File: src/rtl/mem_arbiter_if.sv
// Shared-memory-port bundle: fetch requester, data requester and memory side.
// The slave modport is the arbiter's view; master is the surrounding system.
interface mem_arbiter_if #(
  parameter int unsigned AW = 32,
  parameter int unsigned DW = 32
);
  logic          f_req;
  logic [AW-1:0] f_addr;
  logic          f_done;
  logic [DW-1:0] f_rdata;
  logic          d_req;
  logic          d_we;
  logic [AW-1:0] d_addr;
  logic [DW-1:0] d_wdata;
  logic          d_done;
  logic [DW-1:0] d_rdata;
  logic          err;
  logic          mem_re;
  logic          mem_we;
  logic [AW-1:0] mem_addr;
  logic [DW-1:0] mem_wdata;
  logic [DW-1:0] mem_rdata;
  logic          mem_rdy;

  modport slave (
    input  f_req, f_addr, d_req, d_we, d_addr, d_wdata, mem_rdata, mem_rdy,
    output f_done, f_rdata, d_done, d_rdata, err,
           mem_re, mem_we, mem_addr, mem_wdata
  );

  modport master (
    output f_req, f_addr, d_req, d_we, d_addr, d_wdata, mem_rdata, mem_rdy,
    input  f_done, f_rdata, d_done, d_rdata, err,
           mem_re, mem_we, mem_addr, mem_wdata
  );
endinterface

File: src/rtl/mem_arbiter.sv
// Two-requester arbiter for a single memory port: fetch vs. data, alternating
// under contention, with a watchdog that aborts accesses the memory never answers.
module mem_arbiter #(
  parameter int unsigned AW      = 32,
  parameter int unsigned DW      = 32,
  parameter int unsigned TIMEOUT = 255
) (
  input  logic           clk,
  input  logic           rst,
  mem_arbiter_if.slave   bus
);

  localparam int unsigned CW = 16;

  typedef enum logic [1:0] {IDLE, ACCESS, DONE} state_t;

  state_t        state, state_nxt;
  logic          last_d;
  logic [CW-1:0] cnt;
  logic          grant_c;
  logic          pick_d_c;
  logic          finish_c;
  logic          timeout_c;

  // State register
  always_ff @(posedge clk or negedge rst) begin
    if (!rst) state <= IDLE;
    else      state <= state_nxt;
  end

  // Next-state decode; D wins a tie only when F had the previous grant
  always_comb begin
    state_nxt = state;
    grant_c   = 1'b0;
    pick_d_c  = 1'b0;
    finish_c  = 1'b0;
    timeout_c = 1'b0;
    case (state)
      IDLE: begin
        if (bus.f_req || bus.d_req) begin
          grant_c   = 1'b1;
          pick_d_c  = bus.d_req && (!bus.f_req || !last_d);
          state_nxt = ACCESS;
        end
      end
      ACCESS: begin
        if (bus.mem_rdy) begin
          finish_c  = 1'b1;
          state_nxt = DONE;
        end else if (cnt == CW'(TIMEOUT - 1)) begin
          finish_c  = 1'b1;
          timeout_c = 1'b1;
          state_nxt = DONE;
        end
      end
      DONE:    state_nxt = IDLE;
      default: state_nxt = IDLE;
    endcase
  end

  // Access latches double as the registered memory-side outputs
  always_ff @(posedge clk or negedge rst) begin
    if (!rst) begin
      last_d        <= 1'b0;
      cnt           <= CW'(0);
      bus.mem_re    <= 1'b0;
      bus.mem_we    <= 1'b0;
      bus.mem_addr  <= AW'(0);
      bus.mem_wdata <= DW'(0);
      bus.f_done    <= 1'b0;
      bus.d_done    <= 1'b0;
      bus.f_rdata   <= DW'(0);
      bus.d_rdata   <= DW'(0);
      bus.err       <= 1'b0;
    end else begin
      bus.f_done <= 1'b0;
      bus.d_done <= 1'b0;
      if (grant_c) begin
        last_d <= pick_d_c;
        cnt    <= CW'(0);
        if (pick_d_c) begin
          bus.mem_addr  <= bus.d_addr;
          bus.mem_wdata <= bus.d_wdata;
          bus.mem_we    <= bus.d_we;
          bus.mem_re    <= ~bus.d_we;
        end else begin
          bus.mem_addr  <= bus.f_addr;
          bus.mem_wdata <= DW'(0);
          bus.mem_we    <= 1'b0;
          bus.mem_re    <= 1'b1;
        end
      end
      if (state == ACCESS) begin
        if (finish_c) begin
          bus.mem_re <= 1'b0;
          bus.mem_we <= 1'b0;
          bus.err    <= timeout_c;
          if (last_d) begin
            bus.d_done  <= 1'b1;
            bus.d_rdata <= (bus.mem_rdy && !bus.mem_we) ? bus.mem_rdata : DW'(0);
          end else begin
            bus.f_done  <= 1'b1;
            bus.f_rdata <= bus.mem_rdy ? bus.mem_rdata : DW'(0);
          end
        end else begin
          cnt <= cnt + CW'(1);
        end
      end
    end
  end

endmodule

File: src/flat_wrapper.sv
// flat-port wrapper written by rule: the top's interface ports become plain ports
module mem_arbiter_flat 
#(
  parameter int unsigned AW      = 32,
  parameter int unsigned DW      = 32,
  parameter int unsigned TIMEOUT = 255
)
  (clk, rst, bus_f_req, bus_f_addr, bus_d_req, bus_d_we, bus_d_addr, bus_d_wdata, bus_mem_rdata, bus_mem_rdy, bus_f_done, bus_f_rdata, bus_d_done, bus_d_rdata, bus_err, bus_mem_re, bus_mem_we, bus_mem_addr, bus_mem_wdata);
  mem_arbiter_if #(.AW(AW), .DW(DW)) bus_i ();
  input  logic clk;
  input  logic rst;
  input wire logic [$bits(bus_i.f_req)-1:0] bus_f_req;
  input wire logic [$bits(bus_i.f_addr)-1:0] bus_f_addr;
  input wire logic [$bits(bus_i.d_req)-1:0] bus_d_req;
  input wire logic [$bits(bus_i.d_we)-1:0] bus_d_we;
  input wire logic [$bits(bus_i.d_addr)-1:0] bus_d_addr;
  input wire logic [$bits(bus_i.d_wdata)-1:0] bus_d_wdata;
  input wire logic [$bits(bus_i.mem_rdata)-1:0] bus_mem_rdata;
  input wire logic [$bits(bus_i.mem_rdy)-1:0] bus_mem_rdy;
  output wire logic [$bits(bus_i.f_done)-1:0] bus_f_done;
  output wire logic [$bits(bus_i.f_rdata)-1:0] bus_f_rdata;
  output wire logic [$bits(bus_i.d_done)-1:0] bus_d_done;
  output wire logic [$bits(bus_i.d_rdata)-1:0] bus_d_rdata;
  output wire logic [$bits(bus_i.err)-1:0] bus_err;
  output wire logic [$bits(bus_i.mem_re)-1:0] bus_mem_re;
  output wire logic [$bits(bus_i.mem_we)-1:0] bus_mem_we;
  output wire logic [$bits(bus_i.mem_addr)-1:0] bus_mem_addr;
  output wire logic [$bits(bus_i.mem_wdata)-1:0] bus_mem_wdata;
  assign bus_i.f_req = bus_f_req;
  assign bus_i.f_addr = bus_f_addr;
  assign bus_i.d_req = bus_d_req;
  assign bus_i.d_we = bus_d_we;
  assign bus_i.d_addr = bus_d_addr;
  assign bus_i.d_wdata = bus_d_wdata;
  assign bus_i.mem_rdata = bus_mem_rdata;
  assign bus_i.mem_rdy = bus_mem_rdy;
  assign bus_f_done = bus_i.f_done;
  assign bus_f_rdata = bus_i.f_rdata;
  assign bus_d_done = bus_i.d_done;
  assign bus_d_rdata = bus_i.d_rdata;
  assign bus_err = bus_i.err;
  assign bus_mem_re = bus_i.mem_re;
  assign bus_mem_we = bus_i.mem_we;
  assign bus_mem_addr = bus_i.mem_addr;
  assign bus_mem_wdata = bus_i.mem_wdata;
  mem_arbiter #(.AW(AW), .DW(DW), .TIMEOUT(TIMEOUT)) u_core (.clk(clk), .rst(rst), .bus(bus_i));
endmodule
File: config.mk
export PLATFORM = sky130hd
export DESIGN_NAME = mem_arbiter_flat
export DESIGN_NICKNAME = d
export VERILOG_FILES = /design/src/rtl/mem_arbiter_if.sv /design/src/rtl/mem_arbiter.sv /design/src/flat_wrapper.sv
export SDC_FILE = /design/constraint.sdc
export NUM_CORES = 1
export LEC_CHECK = 0
export CAP_MARGIN = 15
export CORE_ASPECT_RATIO = 0.5
export CORE_MARGIN = 4
export CORE_UTILIZATION = 39
export CTS_BUF_LIST = sky130_fd_sc_hd__clkbuf_8
export CTS_CLUSTER_SIZE = 30
export DETAILED_ROUTE_END_ITERATION = 8
export PLACE_DENSITY_LB_ADDON = 0.05
export SYNTH_ARGS = -nofsm -noshare
export SYNTH_HDL_FRONTEND = slang
export SYNTH_SLANG_ARGS = --single-unit
export TNS_END_PERCENT = 30
File: constraint.sdc
create_clock -name clk -period 1.8 [get_ports clk]
set_input_delay 0.18 -clock clk [delete_from_list [all_inputs] [get_ports clk]]
set_output_delay 0.18 -clock clk [all_outputs]
set_load 0.01 [all_outputs]
==> results by group, run 1 <==
Placement
  – Dpl hpwl: between 10000 and 15000 um
  – Port bufs: roughly 270
  – Dpl ws: -0.0672 ns
  – GPL Wtd Cong: 0.830

CTS
  – Clock latency on the worst-skew pair: about 0.44 ns
  – Clk root buf: clkbuf_8
  – Clock slew at reported path FFs: 0.10 ns
  – Deepest clock path buffer count: 2
  – CTS tree: done
  – H-tree depth: 4
  – Clk sinks: 152
  – TritonCTS Buffers: 17

Power
  – Pleak: 4.26 nW
  – Total power: 15.1 mW
  – Peak VDD IR: 0.000734 V
  – PwrDens: between 1500 and 2000 nW/um^2
  – Switch Pwr: 5.05 mW
  – Clock power frac: 18.0%
  – Sw Ratio: 33.5%
  – P_int: approximately 10 mW
  – Comb power frac: 44.7%
  – Reg power frac: 37.3%

Yosys
  – Dominant cells by area after synthesis: dfrtp_1 (63%), a22o_1 (14%), mux2i_1 (6.4%)
  – Count of cell types in the netlist: 44
  – FFs w/ async S/R, synth: 100%
  – Sequential area share after synthesis: 62.5%
  – Dominant cell type by area after synthesis: dfrtp_1
  – Register bit total from synthesis: 152
  – Yosys warning count: 0
  – Post-synth EDFFs: 0
  – Yosys top cell area share: a little over three fifths
  – Gate Count Post-Synth: 477
  – Syn_nets: 613
  – Main synth FF type: dfrtp_1
  – Avg Cell Area, Syn: ~13 um^2
  – Synthesized area: between 6000 and 7000 um^2

Timing
  – Final setup viols: 0
  – Fin. max-slew vios: 0
  – RSZ-0062 raised after global routing: true
  – Final period util: 98.2%
  – Clk_skew: 0.0176 ns
  – Fmax: 566 MHz
  – Fin worst setup slack: 0.0329 ns
  – Worst Max-Slew Pin Slew: 0.442 ns
  – Max_slew headroom: 70.6%
  – Worst hold slack: 0.209 ns
  – Fin crit period: 1.77 ns
  – Final hold violation count: 0

Global routing
  – Largest net degree at the start of global routing: 67
  – First-pass GRT wire length: 28100 um
  – Number of global-route vias before repair: 5251
  – GRT Overall Usage: between 20% and 30%
  – Number of antenna violations at the first check in global routing: 0
  – GR Overflow Total: 0

Drt
  – Antenna-violating nets left: 0
  – Drt drc: 0
  – Pre-antenna DRT Iters: 4
  – Via count: 5010
  – DR vias/cell: between 5 and 6
  – Drt initial violations: 286
  – Final WL: 17800 um
  – Drt wl/cell: 18.3 um

Setup path
  – CP arrival: 2.09 ns
  – Worst path required time: 2.13 ns
  – WP buf/inv: 2
  – CP delay by family, top: compound AO/OA/AOI/OAI gates
  – Critical path launch point type: register
  – Slowest Stage Delay on Critical Path: 0.39 ns
  – Worst Path Max Fanout: 13
  – Crit-path cells: inv_1 > ha_1 > nor4b_4 > a41o_1 > nand3_2 > buf_4 > a22o_1
  – Crit Path Class: register to register
  – Critical Path End Type: register
  – Critical-path top delay cell: dfrtp_1

Outcome
  – Status: completed

Cells and area
  – Area occupied by multi-input gates: between 2000 and 2500 um^2
  – Most frequent cells in the layout: clkdlybuf4s50_1 (265), dfrtp_1 (151), a22o_1 (96)
  – Layout Area Growth over Synthesis: 58.6%
  – Final #Nets: 901
  – Ant diodes: 0
  – Commonest non-fill, non-tap cell in the layout: clkdlybuf4s50_1
  – Proportion of layout cells with a drive suffix above 1: 10.8%
  – FF+latch area: 3800 um^2
  – Fillcell total: 1177

Die
  – Die Width: 185 um
  – Die Height: 96.3 um
  – Full die area: 17800 um^2
  – Starting Density: 41.0%
  – Row count: 31
  – Ports: around 270
  – Core ar.: 14900 um^2

Hold path
  – Min-delay worst type: primary input to asynchronous set/reset pin

Job
  – Max-Cap Viols: 0
-- layout make-up --
class	instances	share of cell area (%)
Sequential cell	152	39.4
Timing Repair Buffer	303	31.7
Multi-Input combinational cell	286	21.8
Tap cell	198	2.57
Clock buffer	17	2.42
Clock inverter	14	1.85
Inverter	5	0.194
-- per-stage QoR --
step                      setup TNS, ns  area, um^2  util [%]  std cells
after floorplan                       0        6090         -        477
after global placement          -0.0261        9220      62.0        942
after detailed placement         -0.868        9220      62.0        942
after CTS                             0        9650      64.9        975
after global routing              -4.38        9650      65.0        975
final                                 0        9650      65.0        975
-- power by group through the flow --
stage	Clock (mW)	Sequential [mW]	Combinational, mW
floorplan	0	6.24	2.17
global placement	0	5.64	6.75
global route	2.95	5.82	7.30
CTS	2.80	5.63	6.85
detailed placement	0	5.64	6.84
finish	2.72	5.63	6.75
-- path summary, 6_finish.rpt --
kind | startpoint | depth (start not counted) | end | slack (ns)
setup reg to reg | u_core.cnt[0] | 7 | u_core.bus.d_rdata[10] | 0.03
hold / removal | rst | 2 | u_core.bus.d_rdata[7] | 0.21
hold reg to reg | u_core.bus.mem_addr[4] | 2 | u_core.bus.mem_addr[4] | 0.49
setup / recovery | u_core.cnt[0] | 7 | u_core.bus.d_rdata[10] | 0.03
min in group clk | bus_d_wdata[25] | 2 | u_core.bus.mem_wdata[25] | 0.34
max in group asynchronous | rst | 3 | u_core.bus.mem_addr[4] | 1.00
-- cells in the mapped netlist, types with 2 or more instances --
master    count
nand3_2       2
ha_1          2
a21oi_1       2
nor2_1        5
mux2i_1      39
and2_1        3
o211ai_1      4
o21ai_0      37
a22o_1       96
o31ai_1       3
nand4_1       8
nand3_1       8
nand2_1      47
inv_1         5
nand2b_1      2
clkbuf_1     22
nor3_1        4
buf_2         6
buf_6         5
or4_1         2
dfrtp_1     152
-- worst reg2reg max path, delay by kind of cell, from the launching register on --
family / cells / cell delay (ns)
adders and majority gates: 1 / 0.13
buffers and inverters: 2 / 0.27
and+or+nand+nor: 2 / 0.33
DFF: 1 / 0.39
AOI/OAI and AO/OA: 2 / 0.56
-- logic make-up after synthesis --
group / count (synthesis) / synth area share, %
and+or+nand+nor: 94 / 8.41
adders and majority gates: 2 / 0.411
AOI/OAI and AO/OA: 151 / 19.1
buffers and inverters: 39 / 3.15
DFF: 152 / 62.5
muxes: 39 / 6.41
-- flip-flops by register name, summed over array words and instances, names as in the netlist, 2 cells and up --
register              cells
u_core.bus.d_rdata       32
u_core.bus.f_rdata       32
u_core.cnt               16
u_core.bus.mem_addr      32
u_core.bus.mem_wdata     32
u_core.state              2
-- metal layers --
layer	part of all wire (%)	global-route usage, %	routed length, um
met5	0	0	0
met4	0.78	5.07	139
met3	9.7	7.47	1720
met2	46	32.4	8240
met1	43	26.1	7700
-- repair_timing --
item | 4_1_cts | 5_1_grt
pin swaps | 2 | 36
setup endpoints to repair | 53 | 68
resized for setup | 0 | 2
hold buffers | 1 | 0
setup buffers | 1 | 0
endpoints found under the hold margin | 42 | 0
gates cloned | 0 | 0
(Power assumes the default switching activity.)
==> inputs of run 2 (changes only) <==
Settings changed: CORE_UTILIZATION 39 to 50, DONT_BUFFER_PORTS set to 1.
==> results by group, run 2 (same netlist as run 1, synthesis figures left out) <==
Cells and area
  – Non-filler cells, final: 787 (-19%)
  – Layout Area Growth over Synthesis: 31.7%
  – Final #Nets: 745 (-17%)
  – Commonest non-fill, non-tap cell in the layout: dfrtp_1
  – End-of-flow core utilization: 67.7% (+2.7 points)
  – Most frequent cells in the layout: dfrtp_1 (152), dlygate4sd3_1 (126), a22o_1 (96)
  – FF+latch area: 3800 um^2 (about the same)
  – Proportion of layout cells with a drive suffix above 1: 11.3% (+0.44 points)
  – Ant diodes: 0 (unchanged)
  – Fillcell total: 845 (-28%)
  – Area occupied by multi-input gates: 2120 um^2 (+0.36%)

Power
  – Reg power frac: 54.7% (+17 points)
  – Clock power frac: 20.1% (+2.1 points)
  – Switch Pwr: 4.64 mW (-8.3%)
  – PwrDens: 1510 nW/um^2 (-3.3%)
  – Pleak: 3.66 nW (-14%)
  – Sw Ratio: 38.2% (+4.8 points)
  – Peak VDD IR: 0.000766 V (+4.3%)
  – Comb power frac: 25.3% (-19 points)
  – P_int: 7.48 mW (-25%)
  – Total power: 12.1 mW (-20%)

Die
  – Die Width: 164 um (-11%)
  – Starting Density: 51.4% (+10 points)
  – Core ar.: 11800 um^2 (-20%)
  – Row count: 28 (-9.7%)
  – Die Height: 86.0 um (-11%)
  – Ports: 267 (unchanged)
  – Full die area: 14100 um^2 (-21%)

Drt
  – DR vias/cell: 5.81 (+13%)
  – Via count: 4571 (-8.8%)
  – Pre-antenna DRT Iters: 4 (unchanged)
  – Drt initial violations: 349 (+22%)
  – Drt drc: 0 (unchanged)
  – Final WL: 16800 um (-5.6%)
  – Drt wl/cell: 21.4 um (+17%)
  – Antenna-violating nets left: 0 (unchanged)

Setup path
  – R2R Path End: u_core.bus.f_rdata[27]
  – RR Startpoint: u_core.cnt[0]
  – CP startpoint: u_core.cnt[0]
  – Cells on worst reg2reg path: 7 (unchanged)
  – Flop2flop setup slack: 0.05 ns (+0.02 ns)
  – Critical path launch point type: register
  – Critical Path End Type: register
  – Crit Path Class: register to register
  – CP arrival: 2.07 ns (-0.02 ns)
  – Worst path required time: 2.12 ns (about the same)
  – Setup crit end: u_core.bus.f_rdata[27]
  – Worst Path Max Fanout: 33 (+20)

CTS
  – Clock latency on the worst-skew pair: 0.44 ns (about the same)
  – H-tree depth: 4 (unchanged)
  – Deepest clock path buffer count: 2 (unchanged)
  – Clock slew at reported path FFs: 0.09 ns (about the same)
  – Clk root buf: clkbuf_8
  – CTS Hold Bufs: 126 (+125)
  – CTS tree: done
  – Clk sinks: 152 (unchanged)
  – TritonCTS Buffers: 17 (unchanged)

Global routing
  – Number of antenna violations at the first check in global routing: 0 (unchanged)
  – Number of global-route vias before repair: 4939 (-5.9%)
  – Largest net degree at the start of global routing: 153 (+130%)
  – GR Overflow Total: 0 (unchanged)
  – First-pass GRT wire length: 26400 um (-5.7%)
  – GRT Overall Usage: 24.0% (+3.9 points)

Job
  – Max-Cap Viols: 0 (unchanged)

Placement
  – Port bufs: 0 (-100%)
  – GPL Wtd Cong: 0.797 (-4.0%)
  – Dpl hpwl: 10300 um (-22%)
  – Placed insts: 628 (-33%)

Timing
  – Max_slew headroom: 57.4% (-13 points)
  – Final period util: 97.2% (-0.96 points)
  – Final hold violation count: 152 (+152)
  – RSZ-0062 raised after global routing: true
  – Final setup viols: 0 (unchanged)
  – Clk_skew: 0.0159 ns (-0.00171 ns)
  – Fin crit period: 1.75 ns (-0.0173 ns)
  – Fin. max-slew vios: 0 (unchanged)
  – Worst Max-Slew Pin Slew: 0.637 ns (+0.195 ns)
  – Fmax: 571 MHz (+0.99%)
  – Worst hold slack: -0.568 ns (-0.776 ns)

Outcome
  – Status: complete, but fails checks
  – Failing checks: hold timing

Hold path
  – Min-delay worst type: primary input to asynchronous set/reset pin
==> run 2: changes by cell type in the layout (fill, tap and decap cells not counted), sizes merged, moves of 3 or more <==
cell,previous run,this run
clkinv,2,5
inv,14,11
clkdlybuf4s50,265,0
buf,37,21
dlygate4sd3,1,126
==> run 2: worst min-delay path by stage <==
stage / startpoint / end / slack [ns]
after floorplan: rst / u_core.bus.d_done / -0.12
after global placement: rst / u_core.bus.mem_addr[15] / -0.11
after detailed placement: rst / u_core.bus.mem_addr[15] / -0.11
after CTS: rst / u_core.bus.mem_addr[15] / -0.60
after global routing: rst / u_core.bus.mem_addr[13] / -0.62
final: rst / u_core.bus.mem_addr[14] / -0.57
==> run 2: final cells by class <==
| class | count | area share (%) |
|---|---|---|
| multi-input cells | 286 | 26.4 |
| well taps | 165 | 2.58 |
| flip-flops and latches | 152 | 47.5 |
| inverters | 5 | 0.234 |
| repair buffers | 147 | 18.6 |
| clock buffers | 19 | 3.26 |
| clock inverters | 13 | 1.42 |
==> run 2: timing repair <==
item	4_1_cts	5_1_grt
hold endpoints to repair	281	152
gates resized for setup	0	2
pin swaps	1	12
endpoints found under the setup margin	64	68
setup buffers	1	0
gates cloned	0	0
==> run 2: metal layers <==
metal,global-route usage (%),share of wire [%],routed length [um]
met1,28.7,39,6580
met4,10.9,2.4,396
met3,8.59,8.7,1470
met5,0,0,0
met2,39.4,50,8360
==> run 2: metrics by stage <==
stage	worst slack (ns)	cell area, um^2	TNS, ns
global route	-0.0517	8010	-1.84
floorplan	0.0646	6090	0
finish	0.0501	8010	0
CTS	0.0348	8010	0
global placement	0.0686	6360	0
detailed placement	-0.0260	6360	-0.664
==> run 2: power by group through the flow <==
| stage | Clock, mW | Combinational, mW | Sequential, mW |
|---|---|---|---|
| after CTS | 2.48 | 3.01 | 6.63 |
| final | 2.43 | 3.06 | 6.63 |
| after global placement | 0 | 2.59 | 6.68 |
| after floorplan | 0 | 2.17 | 6.24 |
| after detailed placement | 0 | 2.79 | 6.66 |
| after global routing | 2.67 | 3.38 | 6.79 |
==> run 2: worst max-delay path, cell delays in order, from the launching register on <==
cell	delay [ns]
dfrtp_1	0.39
inv_1	0.06
ha_1	0.14
nor4b_4	0.20
a41o_1	0.28
nand3_2	0.12
buf_12	0.19
a22o_1	0.25
==> inputs of run 3 (changes only) <==
Settings changed: ABC_AREA set to 1, PLACE_DENSITY set to 0.75, PLACE_DENSITY_LB_ADDON 0.05 to not set.
==> results by group, run 3 <==
Timing
  – Fmax: 579 MHz (+1.3%)
  – Worst hold slack: -0.571 ns (-0.00356 ns)
  – Max_slew headroom: 41.6% (-16 points)
  – Fin crit period: 1.73 ns (-0.0227 ns)
  – Final setup viols: 0 (unchanged)
  – Final period util: 96.0% (-1.3 points)
  – Clk_skew: 0.0136 ns (-0.00227 ns)
  – Final hold violation count: 152 (unchanged)
  – Worst Max-Slew Pin Slew: 0.873 ns (+0.236 ns)
  – Fin. max-slew vios: 0 (unchanged)
  – RSZ-0062 raised after global routing: true

CTS
  – Clock slew at reported path FFs: 0.09 ns (about the same)
  – Clk sinks: 152 (unchanged)
  – Deepest clock path buffer count: 2 (unchanged)
  – H-tree depth: 4 (unchanged)
  – CTS tree: done
  – Clk root buf: clkbuf_8
  – Clock latency on the worst-skew pair: 0.44 ns (about the same)
  – TritonCTS Buffers: 17 (unchanged)

Drt
  – Drt wl/cell: 19.8 um (-7.5%)
  – DR vias/cell: 5.79 (-0.26%)
  – Antenna-violating nets left: 0 (unchanged)
  – Via count: 6436 (+41%)
  – DR top layer: met4
  – Drt initial violations: 586 (+68%)
  – Final WL: 21900 um (+31%)
  – Met3 WL: 2140 um (+46%)
  – Drt drc: 0 (unchanged)
  – Pre-antenna DRT Iters: 6 (+2)
  – M1 WL: 8530 um (+30%)
  – Metal2 WL: 10800 um (+30%)

Cells and area
  – Fillcell total: 938 (+11%)
  – Layout Area Growth over Synthesis: 28.7%
  – Proportion of layout cells with a drive suffix above 1: 8.40% (-2.8 points)
  – Most frequent cells in the layout: nand2_1 (214), dfrtp_1 (152), dlygate4sd3_1 (135)
  – Final #Nets: 1063 (+43%)
  – Commonest non-fill, non-tap cell in the layout: nand2_1
  – End-of-flow core utilization: 67.9% (+0.23 points)

Placement
  – Port bufs: 0 (unchanged)
  – GPL Wtd Cong: 0.830 (+4.2%)
  – Dpl hpwl: 13100 um (+28%)

Job
  – Max-Cap Viols: 0 (unchanged)

Setup path
  – CP delay by family, top: simple AND/OR/NAND/NOR gates
  – Critical-path top delay cell: dfrtp_1
  – Critical path launch point type: register
  – Worst Path Max Fanout: 24 (-27%)
  – Most frequent CP cell: nand2_1
  – Crit-path cells: inv_2 > ha_1 > nand3_2 > nor2_4 > nand2_4 > nand2_8 > nand3_4 > nand2_1 > nand2_1
  – WP buf/inv: 1 (-1)
  – Slowest Stage Delay on Critical Path: 0.42 ns (+0.03 ns)
  – CP arrival: 2.05 ns (-0.02 ns)
  – Crit Path Class: register to register
  – Critical Path End Type: register
  – Worst path required time: 2.12 ns (about the same)

Outcome
  – Status: complete, but fails checks
  – Failing checks: hold timing

Die
  – Die Height: 91.0 um (+5.8%)
  – Die Width: 174 um (+6.1%)
  – Row count: 29 (+3.6%)
  – Starting Density: 52.8% (+1.4 points)
  – Core ar.: 13100 um^2 (+10%)
  – Full die area: 15800 um^2 (+12%)
  – Ports: 267 (unchanged)

Yosys
  – Dominant cell type by area after synthesis: dfrtp_1
  – Synthesized area: 6890 um^2 (+13%)
  – FFs w/ async S/R, synth: 100% (unchanged)
  – Register bit total from synthesis: 152 (unchanged)
  – Avg Cell Area, Syn: 8.61 um^2 (-33%)
  – Yosys top cell area share: 55.2% (-7.3 points)
  – Post-synth EDFFs: 0 (unchanged)
  – Count of cell types in the netlist: 28 (-36%)
  – Dominant cells by area after synthesis: dfrtp_1 (55%), nand2_1 (12%), nand4_1 (6.2%)
  – Gate Count Post-Synth: 801 (+68%)
  – Synth top cells by count: nand2_1 (215), dfrtp_1 (152), nor2_1 (88)
  – Main synth FF type: dfrtp_1
  – Syn_nets: 937 (+53%)
  – Sequential area share after synthesis: 55.2% (-7.3 points)
  – Yosys warning count: 0 (unchanged)
  – Top-count cell post-synth: nand2_1

Power
  – Sw Ratio: 43.9% (+5.7 points)
  – Reg power frac: 50.5% (-4.2 points)
  – Peak VDD IR: 0.000744 V (-2.8%)
  – Pleak: 4.41 nW (+21%)
  – Switch Pwr: 5.94 mW (+28%)
  – Clock power frac: 19.9% (-0.2 points)
  – P_int: 7.59 mW (+1.4%)
  – PwrDens: 1530 nW/um^2 (+0.88%)
  – Comb power frac: 29.6% (+4.3 points)

Global routing
  – GRT Overall Usage: 26.7% (+2.7 points)
  – First-pass GRT wire length: 34300 um (+30%)
  – GR Overflow Total: 0 (unchanged)
  – Number of antenna violations at the first check in global routing: 0 (unchanged)
  – Number of global-route vias before repair: 6267 (+27%)
  – Largest net degree at the start of global routing: 153 (unchanged)

Hold path
  – Min-delay worst type: primary input to asynchronous set/reset pin
run 3: through the flow:
step	setup slack (ns)	cell area (um^2)	cells	TNS [ns]	total power, mW
finish	0.0728	8870	1111	0	13.5
global route	-0.00604	8870	1110	-0.00604	14.3
CTS	-0.000358	8780	1104	-0.000358	13.2
detailed placement	-0.0617	7020	938	-1.67	10.2
global placement	0.0257	7020	938	0	10.1
floorplan	0.329	6890	801	0	9.00
run 3: worst reg2reg max path: stages (launching register included):
cell and delay [ns]:
dfrtp_1 0.42, inv_2 0.08, ha_1 0.16, nand3_2 0.10, nor2_4 0.11, nand2_4 0.09
nand2_8 0.18, nand3_4 0.25, nand2_1 0.16, nand2_1 0.08
run 3: cells by family after synthesis:
family	count (synthesis)	share of synthesized area (%)
AO/OA/AOI/OAI	112	9.96
adder cells (fa/ha/maj)	2	0.363
buffers and inverters	129	8.33
flip-flops	152	55.2
AND/OR/NAND/NOR	406	26.2
run 3: routing by layer:
layer	vias to the layer above	GRT usage, %
met5	-	0
met4	0	9.02
met3	46	8.05
met2	419	44.9
met1	3087	33.3
li1	2884	-
run 3: worst paths after layout:
path	from	depth (start not counted)	slack (ns)	to
max in group asynchronous	rst	0	2.12	u_core.bus.mem_addr[28]
min in group clk	bus_d_addr[10]	2	0.02	u_core.bus.mem_addr[10]
setup / recovery	u_core.cnt[0]	9	0.07	u_core.bus.f_rdata[2]
setup reg to reg	u_core.cnt[0]	9	0.07	u_core.bus.f_rdata[2]
hold / removal	rst	0	-0.57	u_core.bus.d_done
hold reg to reg	u_core.bus.d_rdata[18]	2	0.55	u_core.bus.d_rdata[18]
run 3: what timing repair did:
item	CTS	global route
gates resized for setup	3	8
setup buffers	0	3
hold buffers	133	2
setup endpoints to repair	64	51
hold endpoints to repair	281	177
cloned	1	1
pin swaps	3	1
run 3: power groups by stage:
stage	registers, mW	clock network, mW	logic (mW)
global route	6.96	2.89	4.40
global placement	6.84	0	3.21
CTS	6.82	2.73	3.67
detailed placement	6.87	0	3.38
floorplan	6.30	0	2.71
finish	6.84	2.69	4.01
run 3: layout make-up:
cell class                      count  area, um^2  area share [%]
Tap cell                          170         213            2.40
Timing Repair Buffer              159        1580            17.8
Inverter                           75         288            3.24
Clock buffer                       18         248            2.79
Antenna cell                        1        2.50          0.0282
Clock inverter                     14         163            1.83
Multi-Input combinational cell    522        2580            29.1
Sequential cell                   152        3800            42.9
